$ cat src/rtl/cgol_pkg.sv
// Shared board geometry, row type and toroidal neighbour-index helpers for the
// Game-of-Life row store.
package cgol_pkg;

   localparam int unsigned ROWS  = 16;
   localparam int unsigned WIDTH = 8;
   localparam int unsigned AW    = 4;

   typedef logic [WIDTH-1:0] row_t;

   function automatic int unsigned wrap_inc(input int unsigned idx, input int unsigned rows);
      return (idx + 1 >= rows) ? 0 : idx + 1;
   endfunction

   function automatic int unsigned wrap_dec(input int unsigned idx, input int unsigned rows);
      return (idx == 0) ? rows - 1 : idx - 1;
   endfunction

endpackage

$ cat src/rtl/current_state_if.sv
// Row-store access bus: a single write port plus a read port that returns the
// addressed row together with its upper and lower toroidal neighbours.
interface current_state_if #(
   parameter int unsigned WIDTH = cgol_pkg::WIDTH,
   parameter int unsigned AW    = cgol_pkg::AW
);
   logic             regwrite;
   logic [AW-1:0]    ra;
   logic [AW-1:0]    wa;
   logic [WIDTH-1:0] wd;
   logic [WIDTH-1:0] rd;
   logic [WIDTH-1:0] rd_up;
   logic [WIDTH-1:0] rd_dn;

   modport master (output regwrite, ra, wa, wd, input rd, rd_up, rd_dn);
   modport slave  (input regwrite, ra, wa, wd, output rd, rd_up, rd_dn);
endinterface

$ cat src/rtl/current_state.sv
// Current Game-of-Life generation: ROWS x WIDTH register file with one write
// port and a combinational three-row (up/centre/down) toroidal read port.
module current_state #(
   parameter int unsigned ROWS  = cgol_pkg::ROWS,
   parameter int unsigned WIDTH = cgol_pkg::WIDTH,
   parameter int unsigned AW    = cgol_pkg::AW
) (
   input  logic              ph1,
   input  logic              reset,
   current_state_if.slave    bus_io
);
   import cgol_pkg::*;

   logic [WIDTH-1:0] rows_q [ROWS];
   logic [WIDTH-1:0] rows_d [ROWS];

   int unsigned ra_idx;
   int unsigned wa_idx;
   int unsigned up_idx;
   int unsigned dn_idx;

   assign ra_idx = 32'(bus_io.ra);
   assign wa_idx = 32'(bus_io.wa);

   // Out-of-range write addresses match no row, so they are silently dropped.
   always_comb begin
      rows_d = rows_q;
      if (bus_io.regwrite) begin
         for (int unsigned r = 0; r < ROWS; r++) begin
            if (r == wa_idx) rows_d[r] = bus_io.wd;
         end
      end
   end

   always_ff @(posedge ph1) begin
      if (!reset) begin
         for (int unsigned r = 0; r < ROWS; r++) rows_q[r] <= '0;
      end else begin
         rows_q <= rows_d;
      end
   end

   // Reads come from registered state only, so a same-cycle write is not forwarded.
   always_comb begin
      up_idx       = wrap_dec(ra_idx, ROWS);
      dn_idx       = wrap_inc(ra_idx, ROWS);
      bus_io.rd    = '0;
      bus_io.rd_up = '0;
      bus_io.rd_dn = '0;
      if (ra_idx < ROWS) begin
         for (int unsigned r = 0; r < ROWS; r++) begin
            if (r == ra_idx) bus_io.rd    = rows_q[r];
            if (r == up_idx) bus_io.rd_up = rows_q[r];
            if (r == dn_idx) bus_io.rd_dn = rows_q[r];
         end
      end
   end

endmodule

$ cat src/flat_wrapper.sv
// flat-port wrapper written by rule: the top's interface ports become plain ports
module current_state_flat import cgol_pkg::*;
#(
   parameter int unsigned ROWS  = cgol_pkg::ROWS,
   parameter int unsigned WIDTH = cgol_pkg::WIDTH,
   parameter int unsigned AW    = cgol_pkg::AW
)
  (ph1, reset, bus_io_regwrite, bus_io_ra, bus_io_wa, bus_io_wd, bus_io_rd, bus_io_rd_up, bus_io_rd_dn);
  current_state_if #(.WIDTH(WIDTH), .AW(AW)) bus_io_i ();
  input  logic ph1;
  input  logic reset;
  input wire logic [$bits(bus_io_i.regwrite)-1:0] bus_io_regwrite;
  input wire logic [$bits(bus_io_i.ra)-1:0] bus_io_ra;
  input wire logic [$bits(bus_io_i.wa)-1:0] bus_io_wa;
  input wire logic [$bits(bus_io_i.wd)-1:0] bus_io_wd;
  output wire logic [$bits(bus_io_i.rd)-1:0] bus_io_rd;
  output wire logic [$bits(bus_io_i.rd_up)-1:0] bus_io_rd_up;
  output wire logic [$bits(bus_io_i.rd_dn)-1:0] bus_io_rd_dn;
  assign bus_io_i.regwrite = bus_io_regwrite;
  assign bus_io_i.ra = bus_io_ra;
  assign bus_io_i.wa = bus_io_wa;
  assign bus_io_i.wd = bus_io_wd;
  assign bus_io_rd = bus_io_i.rd;
  assign bus_io_rd_up = bus_io_i.rd_up;
  assign bus_io_rd_dn = bus_io_i.rd_dn;
  current_state #(.ROWS(ROWS), .WIDTH(WIDTH), .AW(AW)) u_core (.ph1(ph1), .reset(reset), .bus_io(bus_io_i));
endmodule
$ cat config.mk
export PLATFORM = sky130hd
export DESIGN_NAME = current_state_flat
export DESIGN_NICKNAME = d
export VERILOG_FILES = /design/src/rtl/cgol_pkg.sv /design/src/rtl/current_state_if.sv /design/src/rtl/current_state.sv /design/src/flat_wrapper.sv
export SDC_FILE = /design/constraint.sdc
export NUM_CORES = 1
export LEC_CHECK = 0
export ABC_CLOCK_PERIOD_IN_PS = 5300
export CAP_MARGIN = 20
export CORE_AREA = 3 3 164 166
export DETAILED_ROUTE_END_ITERATION = 12
export DIE_AREA = 0 0 167 169
export PLACE_DENSITY = 0.6
export SETUP_SLACK_MARGIN = 0.02
export SYNTH_ARGS = -nofsm -noshare
export SYNTH_HDL_FRONTEND = slang
export SYNTH_SLANG_ARGS = --single-unit
$ cat constraint.sdc
create_clock -name ph1 -period 5.3 [get_ports ph1]
set_input_delay 0.795 -clock ph1 [delete_from_list [all_inputs] [get_ports ph1]]
set_output_delay 0.795 -clock ph1 [all_outputs]
set_load 0.02 [all_outputs]
Word level (Yosys, flattened, before mapping) --
Cells that the tools add are included. Widths: inputs -> output; s select.
Operators by class: add/subtract/negate cells 2, magnitude comparators 2, equal/unequal tests 60, reductions and logical operators 20, multiplexer cells 53
Operators with widths (number):
- $eq 4x32->1 const A | 16
- $mux 8 | 51
- $eq 3x32->1 const A | 8
- $eq 2x32->1 const A | 4
- $logic_not 32->1 | 4
- $eq 1x32->1 const A | 2
- $eq 4x4->1 const A | 16
- $mux 32 | 2
- $eq 3x4->1 const A | 8
- $ge 32x5->1 const B | 1
- $reduce_and 2->1 | 16
- $eq 2x4->1 const A | 4
- $eq 1x4->1 const A | 2
- $add 4x1->5 const B | 1
- $lt 4x5->1 const B | 1
- $sub 4x1->5 const B | 1
Storage, ports and cells: flip-flop bits (word level) 128, word-level logic and storage cells 153, input port bits 19, output and inout bits 24

Logic depth before layout (Yosys ltp) --
Gate-level depths: netlist of the first run.
depth after elaboration 21, gate-level depth with buffers 10, gate-level depth less buffers 6

Worst setup path before layout of the first run --
No wires, ideal clock.
path type in2out, start input port bus_io_ra[1], end output port bus_io_rd_up[3], required time 4.505 ns, stages on the path 8, data arrival time 2.226 ns, slack 2.279 ns, cells stage by stage buf_4 > buf_6 > inv_2 > clkbuf_1 > a211oi_1 > o22ai_1 > a211oi_1 > nor3_1
Between the ends: longest elaborated chain between the ends 20, elaborated cells on any way between the ends 37
Ends and longest elaborated chain:
- start: declaration | line flat_wrapper.sv:13 | input wire logic [$bits(bus_io_i.ra)-1:0] bus_io_ra;
- $sub 4x1->5 or $logic_not 32->1 (tied branches) | line cgol_pkg.sv:16 | return (idx == 0) ? rows - 1 : idx - 1;
- $mux 32 | line cgol_pkg.sv:16
- $logic_not 32->1 | line current_state.sv:53 | if (r == up_idx) bus_io.rd_up = rows_q[r];
- $mux 8 (16 in series) | line current_state.sv:53
- $mux 8 * | line current_state.sv:50 | if (ra_idx < ROWS) begin
- end: declaration | line flat_wrapper.sv:17 | output wire logic [$bits(bus_io_i.rd_up)-1:0] bus_io_rd_up;
Every way passes the cells marked *; elsewhere a longest branch is shown, timed or not.

Worst setup path in the final report of the first run --
start input port bus_io_ra[2], end output port bus_io_rd_dn[1]
Between the ends: longest elaborated chain between the ends 21, elaborated cells on any way between the ends 37
Ends and longest elaborated chain:
- $add 4x1->5 | line cgol_pkg.sv:12 | return (idx + 1 >= rows) ? 0 : idx + 1;
- $ge 32x5->1 | line cgol_pkg.sv:12
- $mux 32 | line cgol_pkg.sv:12
- $logic_not 32->1 | line current_state.sv:54 | if (r == dn_idx) bus_io.rd_dn = rows_q[r];
- $mux 8 (16 in series) | line current_state.sv:54
- $mux 8 * | line current_state.sv:50
- end: declaration | line flat_wrapper.sv:18 | output wire logic [$bits(bus_io_i.rd_dn)-1:0] bus_io_rd_dn;
Marked as above.

==> metrics.txt, run 1 <==
# TYPE chip_impl_metric gauge
chip_impl_metric{name="utilization",unit=""} 0.3888
chip_impl_metric{name="synth.mux.area_fraction",unit=""} 0.2169
chip_impl_metric{name="num-nets-final",unit=""} 1091
chip_impl_metric{name="hold_buffers",unit=""} 0
chip_impl_metric{name="post_layout_nonfiller_instances",unit=""} 1419
chip_impl_metric{name="dp_cells",unit=""} 1387
chip_impl_metric{name="final.setup_skew",unit="ps"} 0
chip_impl_metric{name="synth_compound_area_frac",unit=""} 0.2320
chip_impl_metric{name="power.static_leakage",unit="µW"} 0.003520
chip_impl_info{name="clk_root_buffer_cell",value="sky130_fd_sc_hd__clkbuf_16"} 1
chip_impl_metric{name="wirelength",unit="mm"} 35.38
chip_impl_metric{name="maxSlewViolCount",unit=""} 0
chip_impl_metric{name="post_synth_instance_area",unit="mm²"} 0.008947
chip_impl_info{name="critical_path.reg2reg.endpoint",value="u_core.rows_q[35]$_SDFFE_PN0P_"} 1
chip_impl_metric{name="path_max_fanout",unit=""} 29
chip_impl_info{name="r2r_start",value="u_core.rows_q[35]$_SDFFE_PN0P_"} 1
chip_impl_info{name="worstSetupStartpointType",value="input pin"} 1
chip_impl_metric{name="post_synth_fa_ha_maj_area_fraction",unit=""} 0
chip_impl_metric{name="detail-route-antenna-nets",unit=""} 0
chip_impl_metric{name="ioPinCount",unit=""} 43
chip_impl_info{name="largest_registers",value="u_core.rows_q (128)"} 1
chip_impl_metric{name="initial_utilization",unit=""} 0.3473
chip_impl_metric{name="maxSlewHeadroom",unit=""} 0.3459
chip_impl_metric{name="rr_worst_depth",unit=""} 2
chip_impl_metric{name="placement_rows",unit=""} 59
chip_impl_info{name="worstSetupEndpointType",value="primary output"} 1
chip_impl_metric{name="portBuffers",unit=""} 42
chip_impl_metric{name="power.clock.fraction",unit=""} 0.444
chip_impl_info{name="holdCritPathClass",value="reg2reg"} 1
chip_impl_metric{name="grt_pass1_vias",unit=""} 8271
chip_impl_metric{name="cts_buffer_depth",unit=""} 2
chip_impl_metric{name="drtPass1Iterations",unit=""} 6
chip_impl_metric{name="clk_pin_slew_worst_paths",unit="ps"} 60
chip_impl_info{name="synth_common_cells",value="177 x sky130_fd_sc_hd__mux2i_1, 137 x sky130_fd_sc_hd__nor2b_1, 128 x sky130_fd_sc_hd__dfxtp_1"} 1
chip_impl_info{name="dominant_combinational_cell_family_by_area_after_synthesis",value="compound AO/OA/AOI/OAI gates"} 1
chip_impl_metric{name="setup-tns-final",unit="ps"} 0
chip_impl_metric{name="dr.first_iter.drc_count",unit=""} 1101
chip_impl_metric{name="seq_power_share",unit=""} 0.389
chip_impl_metric{name="post-route-drc-count",unit=""} 0
chip_impl_metric{name="worst-slew-pin-transition",unit="ps"} 978.1
chip_impl_metric{name="synth.top_cell.area_share",unit=""} 0.2864
chip_impl_info{name="tritoncts",value="done"} 1
chip_impl_metric{name="irDropWorstVdd",unit="µV"} 160.2
chip_impl_metric{name="synth_enable_flop_cells",unit=""} 0
chip_impl_metric{name="period_minus_slack",unit="ps"} 4730
chip_impl_metric{name="antenna_found_initial",unit=""} 1
chip_impl_metric{name="final_layout_size_suffix_gt1_frac",unit=""} 0.08948
chip_impl_metric{name="finalWeightedCongestion",unit=""} 0.9553
chip_impl_metric{name="internal-power",unit="µW"} 1805
chip_impl_metric{name="p_sw_frac",unit=""} 0.2919
chip_impl_metric{name="cts_setup_buffers",unit=""} 0
chip_impl_metric{name="synth_xor_xnor_area_share",unit=""} 0
chip_impl_metric{name="comb_power_share",unit=""} 0.166
chip_impl_metric{name="clk-insertion-delay-late",unit="ps"} 420
chip_impl_info{name="endpoint",value="bus_io_rd_dn[1]"} 1
chip_impl_metric{name="grt_max_degree",unit=""} 77
chip_impl_metric{name="layout_worst_path_cycle_share",unit=""} 0.8925
chip_impl_metric{name="cp.arrival",unit="ps"} 3940
chip_impl_metric{name="detailedPlacementHpwl",unit="mm"} 24.67
chip_impl_metric{name="dpl_cell_area",unit="mm²"} 0.009450
chip_impl_metric{name="syn_avg_cell_area",unit="µm²"} 8.269
chip_impl_metric{name="clock-sinks",unit=""} 128
chip_impl_info{name="outcome",value="completed"} 1
chip_impl_metric{name="filler_cell_count",unit=""} 2626
chip_impl_metric{name="floorplan.die.height",unit="µm"} 169
chip_impl_info{name="max_flop_register",value="u_core.rows_q"} 1
chip_impl_metric{name="synthesis.nets",unit=""} 1101
chip_impl_metric{name="area_of_the_die",unit="mm²"} 0.02822
chip_impl_metric{name="synthToLayoutAreaGrowth",unit="%"} 11.96
chip_impl_metric{name="power_switching",unit="µW"} 743.9
chip_impl_metric{name="grt_pass1_wl",unit="mm"} 53.49
chip_impl_metric{name="ys_types",unit=""} 59
chip_impl_metric{name="holdWs",unit="ps"} 549.3
chip_impl_metric{name="asyncSetResetFlopFracSynth",unit=""} 0
chip_impl_metric{name="cts_made_buffers",unit=""} 17
chip_impl_info{name="rsz0062_at_grt",value="no"} 1
chip_impl_metric{name="routed_wire_length_per_instance",unit="µm"} 24.93
chip_impl_metric{name="antenna-diode-count",unit=""} 0
chip_impl_metric{name="power_density",unit="mW/mm²"} 254.5
chip_impl_info{name="post-synth-top-count-cell",value="sky130_fd_sc_hd__mux2i_1"} 1
chip_impl_metric{name="fp.dieW",unit="µm"} 167
chip_impl_metric{name="postCtsResizedCells",unit=""} 0
chip_impl_info{name="worst_setup_sp",value="bus_io_ra[2]"} 1
chip_impl_metric{name="synthesis_warnings",unit=""} 0
chip_impl_metric{name="yosysSeqAreaShare",unit=""} 0.2864
chip_impl_metric{name="final-hold-violation-count",unit=""} 0
chip_impl_metric{name="worst-endpoint-required",unit="ps"} 4510
chip_impl_metric{name="overflow",unit=""} 0
chip_impl_metric{name="via_per_inst",unit=""} 6.198
chip_impl_metric{name="final_count_of_negative_setup_slack_endpoints",unit=""} 0
chip_impl_info{name="ys_top_cells_by_area",value="sky130_fd_sc_hd__dfxtp_1 29%, sky130_fd_sc_hd__mux2i_1 20%, sky130_fd_sc_hd__nor2b_1 9.6%"} 1
chip_impl_metric{name="maxCapViolCount",unit=""} 0
chip_impl_metric{name="clock_tree.htree_level_count",unit=""} 4
chip_impl_info{name="postSynth.topFlopCell",value="sky130_fd_sc_hd__dfxtp_1"} 1
chip_impl_metric{name="reg2reg_setup_slack",unit="ps"} 4490
chip_impl_metric{name="timing.fmax",unit="MHz"} 211.4
chip_impl_metric{name="core_area",unit="mm²"} 0.02576
chip_impl_metric{name="synth.ff_latch_count",unit=""} 128
chip_impl_metric{name="netlist_instances",unit=""} 1082
chip_impl_metric{name="area_fraction_in_and_or_nand_and_nor_cells_after_synthesis",unit=""} 0.2012
chip_impl_metric{name="vias",unit=""} 8795
chip_impl_metric{name="gr-usage-all-layers",unit=""} 0.2458
chip_impl_info{name="synth_top_area_cell",value="sky130_fd_sc_hd__dfxtp_1"} 1
chip_impl_metric{name="postLayoutCellArea",unit="mm²"} 0.01002
chip_impl_metric{name="largest_register_ff_count",unit=""} 128
chip_impl_info{name="worst-setup-path-type",value="in2out"} 1
[critical path, stage by stage]
cell	delay, ps
sky130_fd_sc_hd__buf_2	490
sky130_fd_sc_hd__buf_4	300
sky130_fd_sc_hd__nand2_1	350
sky130_fd_sc_hd__nor2_1	660
sky130_fd_sc_hd__a31oi_1	200
sky130_fd_sc_hd__a2111oi_2	250
sky130_fd_sc_hd__nor3_1	80
sky130_fd_sc_hd__o21ai_1	150
sky130_fd_sc_hd__clkdlybuf4s50_1	630
[cells in the final DEF, fill, tap and decap left out, types with 6 or more instances in the layout]
cell type and instances:
sky130_fd_sc_hd__a211oi_1 16, sky130_fd_sc_hd__nor2b_1 136, sky130_fd_sc_hd__o21ai_1 13, sky130_fd_sc_hd__a32oi_1 8, sky130_fd_sc_hd__o211ai_1 9, sky130_fd_sc_hd__mux2_2 8, sky130_fd_sc_hd__nor2_2 6, sky130_fd_sc_hd__a21oi_1 85
sky130_fd_sc_hd__and2_1 6, sky130_fd_sc_hd__nand2_1 55, sky130_fd_sc_hd__a221oi_1 9, sky130_fd_sc_hd__clkdlybuf4s50_1 37, sky130_fd_sc_hd__a31oi_1 7, sky130_fd_sc_hd__nor3_1 22, sky130_fd_sc_hd__dfxtp_1 128, sky130_fd_sc_hd__nor2_4 8
sky130_fd_sc_hd__mux2i_1 177, sky130_fd_sc_hd__nand2b_1 11, sky130_fd_sc_hd__o22ai_1 34, sky130_fd_sc_hd__nand3_1 13, sky130_fd_sc_hd__a2bb2oi_1 8, sky130_fd_sc_hd__nor2_1 57, sky130_fd_sc_hd__o21ai_0 65, sky130_fd_sc_hd__o221ai_1 19
sky130_fd_sc_hd__clkbuf_16 17, sky130_fd_sc_hd__buf_4 29, sky130_fd_sc_hd__a22oi_1 22
[metal layers]
| metal | up-vias | global-route usage | share of wire | wire length, µm |
|---|---|---|---|---|
| met5 | - | 0 | 0.00020 | 7 |
| li1 | 3943 | - | - | - |
| met2 | 514 | 0.3774 | 0.45 | 15750 |
| met3 | 77 | 0.04414 | 0.077 | 2735 |
| met1 | 4259 | 0.3462 | 0.45 | 15760 |
| met4 | 2 | 0.08895 | 0.032 | 1124 |
[power by group through the flow]
stage / Combinational (µW) / Clock, µW / Sequential (µW)
5_1_grt: 448 / 1190 / 993
3_5_place_dp: 412 / 0 / 1010
6_report: 424 / 1130 / 993
3_3_place_gp: 412 / 0 / 1010
2_1_floorplan: 279 / 0 / 1010
4_1_cts: 413 / 1150 / 992
[kinds of logic (layout without fill, tap and decap cells)]
family / after synthesis / in the layout
compound gates: 325 / 325
buf+inv: 108 / 110
flops: 128 / 128
simple gates: 332 / 332
mux: 189 / 189
[metrics by stage]
stage / setup slack, ps / total power, µW
2_1_floorplan: 2279 / 1284
3_3_place_gp: 677.0 / 1425
3_5_place_dp: 718.8 / 1424
4_1_cts: 700.9 / 2553
5_1_grt: 461.7 / 2630
6_report: 569.9 / 2549
[how the worst min path moves through the flow]
stage / start / endpoint / slack, ps / depth (start not counted)
after floorplan: u_core.rows_q[87]$_SDFFE_PN0P_ / u_core.rows_q[87]$_SDFFE_PN0P_ / 500 / 2
after global placement: u_core.rows_q[36]$_SDFFE_PN0P_ / u_core.rows_q[36]$_SDFFE_PN0P_ / 530 / 2
after detailed placement: u_core.rows_q[71]$_SDFFE_PN0P_ / u_core.rows_q[71]$_SDFFE_PN0P_ / 540 / 2
after CTS: u_core.rows_q[71]$_SDFFE_PN0P_ / u_core.rows_q[71]$_SDFFE_PN0P_ / 550 / 2
after global routing: u_core.rows_q[41]$_SDFFE_PN0P_ / u_core.rows_q[41]$_SDFFE_PN0P_ / 580 / 2
final: u_core.rows_q[71]$_SDFFE_PN0P_ / u_core.rows_q[71]$_SDFFE_PN0P_ / 550 / 2
[area by class of cell]
type                       instances  area [µm²]  area share
clock inverter                     9       85.08    0.008494
tap                              335       419.2     0.04184
clock buffer                      22       474.2     0.04734
inverter                           9       33.78    0.003372
multi-input combinational        846        5819      0.5809
timing repair buffer              70       623.1     0.06220
sequential                       128        2562      0.2558
Power figures use the tool's default switching activity.
==> run 2, diff against run 1 <==
--- a/config.mk
+++ b/config.mk
@@ -12,6 +12,7 @@
 export DIE_AREA = 0 0 167 169
 export PLACE_DENSITY = 0.6
 export SETUP_SLACK_MARGIN = 0.02
+export SKIP_LAST_GASP = 1
 export SYNTH_ARGS = -nofsm -noshare
 export SYNTH_HDL_FRONTEND = slang
 export SYNTH_SLANG_ARGS = --single-unit
==> results of run 2 <==
No change in the layout: final DEF, timing and power equal those of run 1.
